==> src/rtl/mux_scan_pkg.sv <==
// ============================================================================
// Module : mux_scan_pkg
// Brief  : Shared state encoding and defaults for the mux scan sequencer.
// Rev    : 1.0  initial release
// ============================================================================
`default_nettype none

package mux_scan_pkg;

  localparam int c_SETTLE_CYCLES_DEFAULT = 2;
  localparam int c_SETTLE_CNT_W          = 4;

  typedef enum logic [1:0] {
    ST_IDLE = 2'd0,
    ST_SCAN = 2'd1,
    ST_HOLD = 2'd2
  } state_t;

endpackage

`default_nettype wire

==> src/rtl/settle_timer.sv <==
// ============================================================================
// Module : settle_timer
// Brief  : Modulo-SETTLE_CYCLES counter flagging the last settle cycle.
// Rev    : 1.0  initial release
// ============================================================================
`default_nettype none

module settle_timer
  import mux_scan_pkg::*;
#(
  parameter int SETTLE_CYCLES = c_SETTLE_CYCLES_DEFAULT
) (
  input  logic clk,
  input  logic reset,
  input  logic i_load,
  input  logic i_tick,
  output logic o_tc
);

  localparam logic [c_SETTLE_CNT_W-1:0] c_LAST = c_SETTLE_CNT_W'(SETTLE_CYCLES - 1);

  logic [c_SETTLE_CNT_W-1:0] r_count;

  always_ff @(posedge clk) begin
    if (reset || i_load) begin
      r_count <= '0;
    end else if (i_tick) begin
      // wrap at the terminal count so the next index starts from zero
      r_count <= (r_count == c_LAST) ? '0 : r_count + 1'b1;
    end
  end

  assign o_tc = (r_count == c_LAST);

endmodule

`default_nettype wire

==> src/rtl/mux_scan_sequencer.sv <==
// ============================================================================
// Module : mux_scan_sequencer
// Brief  : Steps a 4:1 mux select, samples its output into a 4-bit result.
// Rev    : 1.0  initial release
// ============================================================================
`default_nettype none

module mux_scan_sequencer
  import mux_scan_pkg::*;
#(
  parameter int SETTLE_CYCLES = c_SETTLE_CYCLES_DEFAULT
) (
  input  logic       clk,
  input  logic       reset,
  input  logic       start,
  input  logic       continuous,
  input  logic       mux_out,
  output logic       address0,
  output logic       address1,
  output logic       busy,
  output logic [3:0] result,
  output logic       result_valid,
  input  logic       result_ready
);

  state_t     r_state;
  state_t     w_next;
  logic [1:0] r_index;
  logic [3:0] r_scratch;
  logic [3:0] w_scratch_next;
  logic [3:0] r_result;
  logic       r_valid;
  logic       r_busy;
  logic       w_load;
  logic       w_tick;
  logic       w_tc;
  logic       w_sample;
  logic       w_finish;
  logic       w_handshake;

  settle_timer #(
    .SETTLE_CYCLES(SETTLE_CYCLES)
  ) u_settle_timer (
    .clk   (clk),
    .reset (reset),
    .i_load(w_load),
    .i_tick(w_tick),
    .o_tc  (w_tc)
  );

  always_ff @(posedge clk) begin
    if (reset) begin
      r_state <= ST_IDLE;
    end else begin
      r_state <= w_next;
    end
  end

  always_comb begin
    w_next      = r_state;
    w_load      = 1'b0;
    w_tick      = 1'b0;
    w_sample    = 1'b0;
    w_finish    = 1'b0;
    w_handshake = 1'b0;
    case (r_state)
      ST_IDLE: begin
        if (start) begin
          w_next = ST_SCAN;
          w_load = 1'b1;
        end
      end
      ST_SCAN: begin
        w_tick = 1'b1;
        if (w_tc) begin
          w_sample = 1'b1;
          if (r_index == 2'd3) begin
            w_finish = 1'b1;
            w_next   = ST_HOLD;
          end
        end
      end
      ST_HOLD: begin
        if (r_valid && result_ready) begin
          w_handshake = 1'b1;
          w_load      = continuous;
          w_next      = continuous ? ST_SCAN : ST_IDLE;
        end
      end
      default: w_next = ST_IDLE;
    endcase
  end

  // scratch with the bit for the current index replaced by the live mux value
  always_comb begin
    w_scratch_next          = r_scratch;
    w_scratch_next[r_index] = mux_out;
  end

  always_ff @(posedge clk) begin
    if (reset) begin
      r_index   <= 2'd0;
      r_scratch <= 4'd0;
      r_result  <= 4'd0;
      r_valid   <= 1'b0;
      r_busy    <= 1'b0;
    end else begin
      r_busy <= (w_next != ST_IDLE);
      if (w_sample) begin
        r_scratch <= w_scratch_next;
        r_index   <= r_index + 2'd1;
      end
      if (w_finish) begin
        r_result <= w_scratch_next;
        r_valid  <= 1'b1;
      end
      if (w_handshake) begin
        r_valid <= 1'b0;
        r_index <= 2'd0;
      end
    end
  end

  assign address0     = r_index[0];
  assign address1     = r_index[1];
  assign busy         = r_busy;
  assign result       = r_result;
  assign result_valid = r_valid;

endmodule

`default_nettype wire

==> config.mk <==
export PLATFORM = sky130hd
export DESIGN_NAME = mux_scan_sequencer
export DESIGN_NICKNAME = d
export VERILOG_FILES = /design/src/rtl/mux_scan_pkg.sv /design/src/rtl/settle_timer.sv /design/src/rtl/mux_scan_sequencer.sv
export SDC_FILE = /design/constraint.sdc
export NUM_CORES = 1
export LEC_CHECK = 0
export BUFFER_PORTS_ARGS = -buffer_cell sky130_fd_sc_hd__buf_4
export CORE_MARGIN = 5
export CORE_UTILIZATION = 55
export CTS_CLUSTER_DIAMETER = 60
export DETAILED_ROUTE_END_ITERATION = 10
export PLACE_DENSITY = 0.84
export SLEW_MARGIN = 20
export SYNTH_ARGS = -nofsm -noshare
export SYNTH_HDL_FRONTEND = slang
export SYNTH_HIERARCHICAL = 1
export SYNTH_SLANG_ARGS = --single-unit
==> constraint.sdc <==
create_clock -name clk -period 4 [get_ports clk]
set_clock_uncertainty 0.2 [all_clocks]
set_input_delay 0.4 -clock clk [delete_from_list [all_inputs] [get_ports clk]]
set_output_delay 0.4 -clock clk [all_outputs]
set_load 0.01 [all_outputs]
==> metrics.cfg, run 1 <==
[run_status]
status=complete, no violations

[die]
die_x_microns=49.51
dieArea_sq_um=2451
io_pins=14
core_sq_um=1489
rows=14
initial_core_util=0.5765
dieHeight_microns=49.51

[synthesis]
yosysMostFrequentCell=dfxtp_1
syn_area_sq_um=858.3
async_flop_share=0
synth_cell_type_count=32
synthCells=87
synth_seq_cells=17
yosysTopAreaCellShare=0.3965
synth_flop_cell=dfxtp_1
synth_fp_nets=97
yosys_warnings=6
synth.largest_area_cell=dfxtp_1
synth.area.top_cells=dfxtp_1, mux2i_1, a211oi_2, ha_1, nor2_1
syn_avg_cell_area_sq_um=9.866
synth_common_cells=dfxtp_1, nor2_1, mux2i_1, a21oi_1
synth_enable_flop_cells=0
ys_seq_area_frac=0.3965

[clock_network]
path_clk_slew_ns=0.10
cts_buffer_depth=2
htree_levels=1
clock_sinks=17
root_buffer=clkbuf_4
clock_latency_ns=0.29
cts_buffers=3
postCtsSetupRepairBufs=0
postCtsResizedCells=0
cts_tree=built
cts_hold_buf=0

[power_and_ir_drop]
power_w=0.0002969
ir_drop_mv=0.2794
leakage_nw=0.4033
power.density_nw_per_um2=303.8

[worst_setup_path]
r2r_setup_slack_ns=1.71
timing.rr.end=result[2]
path_class=reg -> reg
endpoint_kind=flop
slowest_stage=and4b_1
worst-r2r-cell-count=5
start_kind=flop
cp_cell_sequence=or2_2 -> nor3b_1 -> and4b_1 -> nor2_2 -> a211oi_2
slowest_delay_ns=0.59
critical_path_required_ns=4.01
cp_max_fo=10
r2r-start=u_settle_timer/r_count[2]
crit_arrival_ns=2.30

[sta]
relSlewSlack=0.5863
hold_viol=0
fin_crit_sh=0.5726
drv_slew=0
fin_tns_setup_ns=0
fmax_mhz=436.6
rsz0062_at_grt=false
setup_violations=0
worst-slew-pin-transition_ns=0.6193
period_needed_ns=2.290

[drt]
ant_nets=0
vias=681
drt-pass1-iter-count=4
via_per_inst=5.871
drcViolationCount=0
drt-total-wl_mm=1.587
wl_per_cell_microns=13.68
drt_iter0_markers=19

[hold_path]
hp-start=mux_out
min_path_type=in -> reg
hold_end=result[3]
holdPathStages=3

[run]
drv_cap=0

[layout]
antenna_cells=0
final_nets=111
drive_above_1_share=0.2800
area.growth.synth_to_final_pct=13.85
fin_util=0.6563

[global_routing]
grt_overflow=0
grt_pass1_vias=656
antenna_found_initial=0
grtUsageTotal=0.1361
grt_max_degree=19
grt_pass1_wl_mm=2.691

[place]
gp_congestion=0.8259
port_buffers=13
dp_hpwl_mm=1.158

## logic make-up (layout without fill, tap and decap cells)
| kind of cell | count (synthesis) | in the layout | synth area share |
|---|---|---|---|
| AO/OA/AOI/OAI | 15 | 15 | 0.1429 |
| XOR/XNOR | 2 | 2 | 0.02041 |
| buffers and inverters | 6 | 19 | 0.03789 |
| flip-flops | 17 | 17 | 0.3965 |
| AND/OR/NAND/NOR | 34 | 34 | 0.2362 |
| multiplexers | 9 | 9 | 0.1079 |
| adder cells (fa/ha/maj) | 4 | 4 | 0.05831 |
## state kept, by name, summed over array words and instances (netlist names)
| signal | flops |
|---|---|
| busy | 1 |
| r_index | 2 |
| r_scratch | 3 |
| r_state | 2 |
| result | 4 |
| result_valid | 1 |
| u_settle_timer/r_count | 4 |
## cells in the final DEF, fill, tap and decap left out, types with 2 or more instances in the layout
cell type	synthesis	routed
nand2b_1	2	2
ha_1	4	4
nand4b_1	3	3
clkbuf_4	0	3
dfxtp_1	17	17
nor3b_1	3	3
a31o_2	2	2
inv_1	2	2
mux2i_1	7	7
nor2_2	3	3
nor2_1	8	8
nor3_1	3	3
nand2_1	2	2
nand4_1	3	3
xnor2_1	2	2
buf_4	0	13
a21oi_1	5	5
a211oi_2	4	4
nor2b_1	2	2
## how the worst max path moves through the flow
stage / startpoint / end / slack, ns
2_1_floorplan: u_settle_timer/r_count[3] / result[0] / 2.09
3_3_place_gp: u_settle_timer/r_count[3] / result[3] / 1.84
3_5_place_dp: u_settle_timer/r_count[2] / result[0] / 1.73
4_1_cts: u_settle_timer/r_count[2] / result[0] / 1.70
5_1_grt: u_settle_timer/r_count[3] / result[2] / 1.54
6_report: u_settle_timer/r_count[2] / result[2] / 1.71
## critical path, delay by kind of cell, from the launching register on
family | cells | cell delay, ns
compound gates | 1 | 0.20
flops | 1 | 0.34
simple gates | 4 | 1.48
## report_power, final
group          total [W]  leakage, nW  internal (W)  switching [W]
Sequential      0.000176        0.138      0.000172     0.00000408
Combinational  0.0000272        0.251     0.0000124      0.0000149
Clock          0.0000934       0.0150     0.0000388      0.0000546
Total           0.000297        0.403      0.000223      0.0000736
## stage by stage
step / std cells / cell area (sq um) / setup WS (ns) / hold slack [ns]
finish: 116 / 977.2 / 1.710 / 0.1810
floorplan: 87 / 858.3 / 2.094 / 0.2627
detailed placement: 112 / 950.9 / 1.725 / 0.2810
global route: 116 / 977.2 / 1.545 / 0.1916
CTS: 116 / 977.2 / 1.703 / 0.1837
global placement: 112 / 950.9 / 1.842 / 0.2717
## layer usage
metal / track usage / share of wire
met5: 0 / 0
met2: 0.2232 / 0.49
met4: 0.05240 / 0.012
met1: 0.1630 / 0.46
met3: 0.04518 / 0.044
## final cells by class
class | count | area, sq um
fillers | 116 | 511.7
flip-flops and latches | 17 | 340.3
well taps | 16 | 20.02
inverters | 2 | 7.507
clock buffers | 4 | 26.28
repair buffers | 13 | 97.59
multi-input cells | 64 | 485.5
(Power assumes the default switching activity.)
==> run 2: changes to the inputs <==
--- a/config.mk
+++ b/config.mk
@@ -7,10 +7,10 @@
 export LEC_CHECK = 0
 export BUFFER_PORTS_ARGS = -buffer_cell sky130_fd_sc_hd__buf_4
 export CORE_MARGIN = 5
-export CORE_UTILIZATION = 55
+export CORE_UTILIZATION = 48
 export CTS_CLUSTER_DIAMETER = 60
 export DETAILED_ROUTE_END_ITERATION = 10
-export PLACE_DENSITY = 0.84
+export PLACE_DENSITY = 0.78
 export SLEW_MARGIN = 20
 export SYNTH_ARGS = -nofsm -noshare
 export SYNTH_HDL_FRONTEND = slang
==> constraint.sdc (replaced) <==
create_clock -name clk -period 2 [get_ports clk]
set_clock_uncertainty 0.2 [all_clocks]
set_input_delay 0.2 -clock clk [delete_from_list [all_inputs] [get_ports clk]]
set_output_delay 0.2 -clock clk [all_outputs]
set_load 0.01 [all_outputs]
==> run 2 against run 1 <==
Sequential power grew 100%. Global-route usage rose by 1.1 points. Flip-flop and latch count did not move. Worst setup slack lost 1.6 ns. Via count fell by 2.2%. First-iteration DRC count is 63% lower. Total power up 100%. Critical path type unchanged. Clock-buffer cell count unchanged. Routed wire length grew 5.0%. Critical path depth rose by 1. Non-clock buffer count grew 5. Clock power increased by 96%. Largest cell class unchanged. Largest power group unchanged.
==> metrics.cfg, run 2 (same netlist as run 1, synthesis figures left out) <==
[layout]
nFillCells=148
area.growth.synth_to_final_pct=21.43
drive_above_1_share=0.3143
antenna_cells=0
final_cell_mix=dfxtp_1, buf_4, nor2_1
final_common_cell=dfxtp_1
final_nets=116

[die]
io_pins=14
dieHeight_microns=52.29
core_sq_um=1708
initial_core_util=0.5026
die_x_microns=52.29
rows=15
dieArea_sq_um=2734

[hold_path]
hold_end=r_state[0]
holdPathStages=3
min_path_type=in -> reg
hp-start=result_ready

[drt]
drt-pass1-iter-count=4
drcViolationCount=0
via_per_inst=5.123
wl_per_cell_microns=12.82
ant_nets=0
drt-total-wl_mm=1.666
drt_iter0_markers=7
vias=666

[power_and_ir_drop]
power.switching_w=0.0001453
leakage_nw=0.4307
p_int_w=0.0004512
seqPwrFrac=0.591
p_sw_frac=0.2435
power.density_nw_per_um2=572.3
combPwrFrac=0.103
ir_drop_mv=0.4320
power_w=0.0005965
pwr-share-clk=0.306

[run]
drv_cap=0

[clock_network]
root_buffer=clkbuf_4
htree_levels=1
cts_tree=built
clock_latency_ns=0.29
postCtsSetupRepairBufs=0
clock_sinks=17
cts_buffers=3
path_clk_slew_ns=0.10
cts_buffer_depth=2

[place]
port_buffers=13
dpl_worst_slack_ns=0.1340
dp_hpwl_mm=1.213
gp_congestion=0.8169

[sta]
worst-slew-pin-transition_ns=0.3764
hold_viol=0
fin_hold_ws_ns=0.01252
setup_violations=0
period_needed_ns=1.879
relSlewSlack=0.7487
drv_slew=0
rsz0062_at_grt=false
setup_ws_ns=0.1209
fin_tns_setup_ns=0
fin_crit_sh=0.9396
fmax_mhz=532.2

[worst_setup_path]
r2r-start=u_settle_timer/r_count[3]
worst-r2r-cell-count=6
cp_max_fo=8
critical_path_required_ns=2.01
slowest_stage=dfxtp_1
path_class=reg -> reg
cp_cell_sequence=or2_2 -> nor3b_1 -> and4b_2 -> buf_12 -> nor2_2 -> a211oi_2
endpoint_kind=flop
slowest_delay_ns=0.33
crit_arrival_ns=1.89
r2r_setup_slack_ns=0.12
timing.rr.end=result[0]
start_kind=flop

[run_status]
status=complete, no violations

[global_routing]
grt_max_degree=19
grt_pass1_vias=643
grt_pass1_wl_mm=2.960
antenna_found_initial=0
grt_overflow=0
grtUsageTotal=0.1473

[run 2: changes by cell type in the layout (fill, tap and decap cells not counted), sizes merged]
cell,before,now
dlygate4sd3,0,1
buf,13,17
[run 2: how the worst max path moves through the flow]
| stage | startpoint | endpoint | cells past startpoint |
|---|---|---|---|
| 2_1_floorplan | u_settle_timer/r_count[3] | result[0] | 6 |
| 3_3_place_gp | u_settle_timer/r_count[3] | result[2] | 6 |
| 3_5_place_dp | u_settle_timer/r_count[3] | result[2] | 6 |
| 4_1_cts | u_settle_timer/r_count[3] | result[2] | 6 |
| 5_1_grt | u_settle_timer/r_count[2] | result[0] | 6 |
| 6_report | u_settle_timer/r_count[3] | result[0] | 6 |
[run 2: timing repair]
action | 4_1_cts | 5_1_grt
hold buffers | 1 | 0
endpoints found under the setup margin | 0 | 1
hold endpoints to repair | 1 | 0
gates resized for setup | 0 | 1
[run 2: cell type report]
cell class,count,area (sq um),area share
Sequential cell,17,340.3,0.3265
Tap cell,25,31.28,0.03001
Inverter,2,7.507,0.007203
Clock buffer,4,26.28,0.02521
Timing Repair Buffer,18,150.1,0.1441
Multi-Input combinational cell,64,486.7,0.4670
[run 2: through the flow]
| stage | cell area, sq um | util | cells |
|---|---|---|---|
| finish | 1042 | 0.6103 | 130 |
| global route | 1042 | 0.6103 | 130 |
| CTS | 1041 | 0.6095 | 130 |
| detailed placement | 1005 | 0.5883 | 125 |
| global placement | 1005 | 0.5883 | 125 |
| floorplan | 858.3 | - | 87 |
[run 2: critical path, delay by kind of cell, from the launching register on]
kind | cells | cell delay [ns]
flops | 1 | 0.33
buf+inv | 1 | 0.13
simple gates | 4 | 0.95
compound gates | 1 | 0.19
[run 2: power by group through the flow]
stage               registers (W)   logic, W  clock network [W]
floorplan                0.000357  0.0000350                  0
global placement         0.000360  0.0000580                  0
detailed placement       0.000360  0.0000593                  0
CTS                      0.000353  0.0000611           0.000188
global route             0.000355  0.0000674           0.000212
finish                   0.000353  0.0000612           0.000183
[run 2: per-layer routing]
metal | up-vias | routed length (microns) | GRT usage
met5 | - | 0 | 0
met4 | 0 | 10 | 0.07660
met3 | 2 | 63 | 0.02564
met2 | 10 | 784 | 0.2273
met1 | 302 | 808 | 0.1938
li1 | 352 | - | -
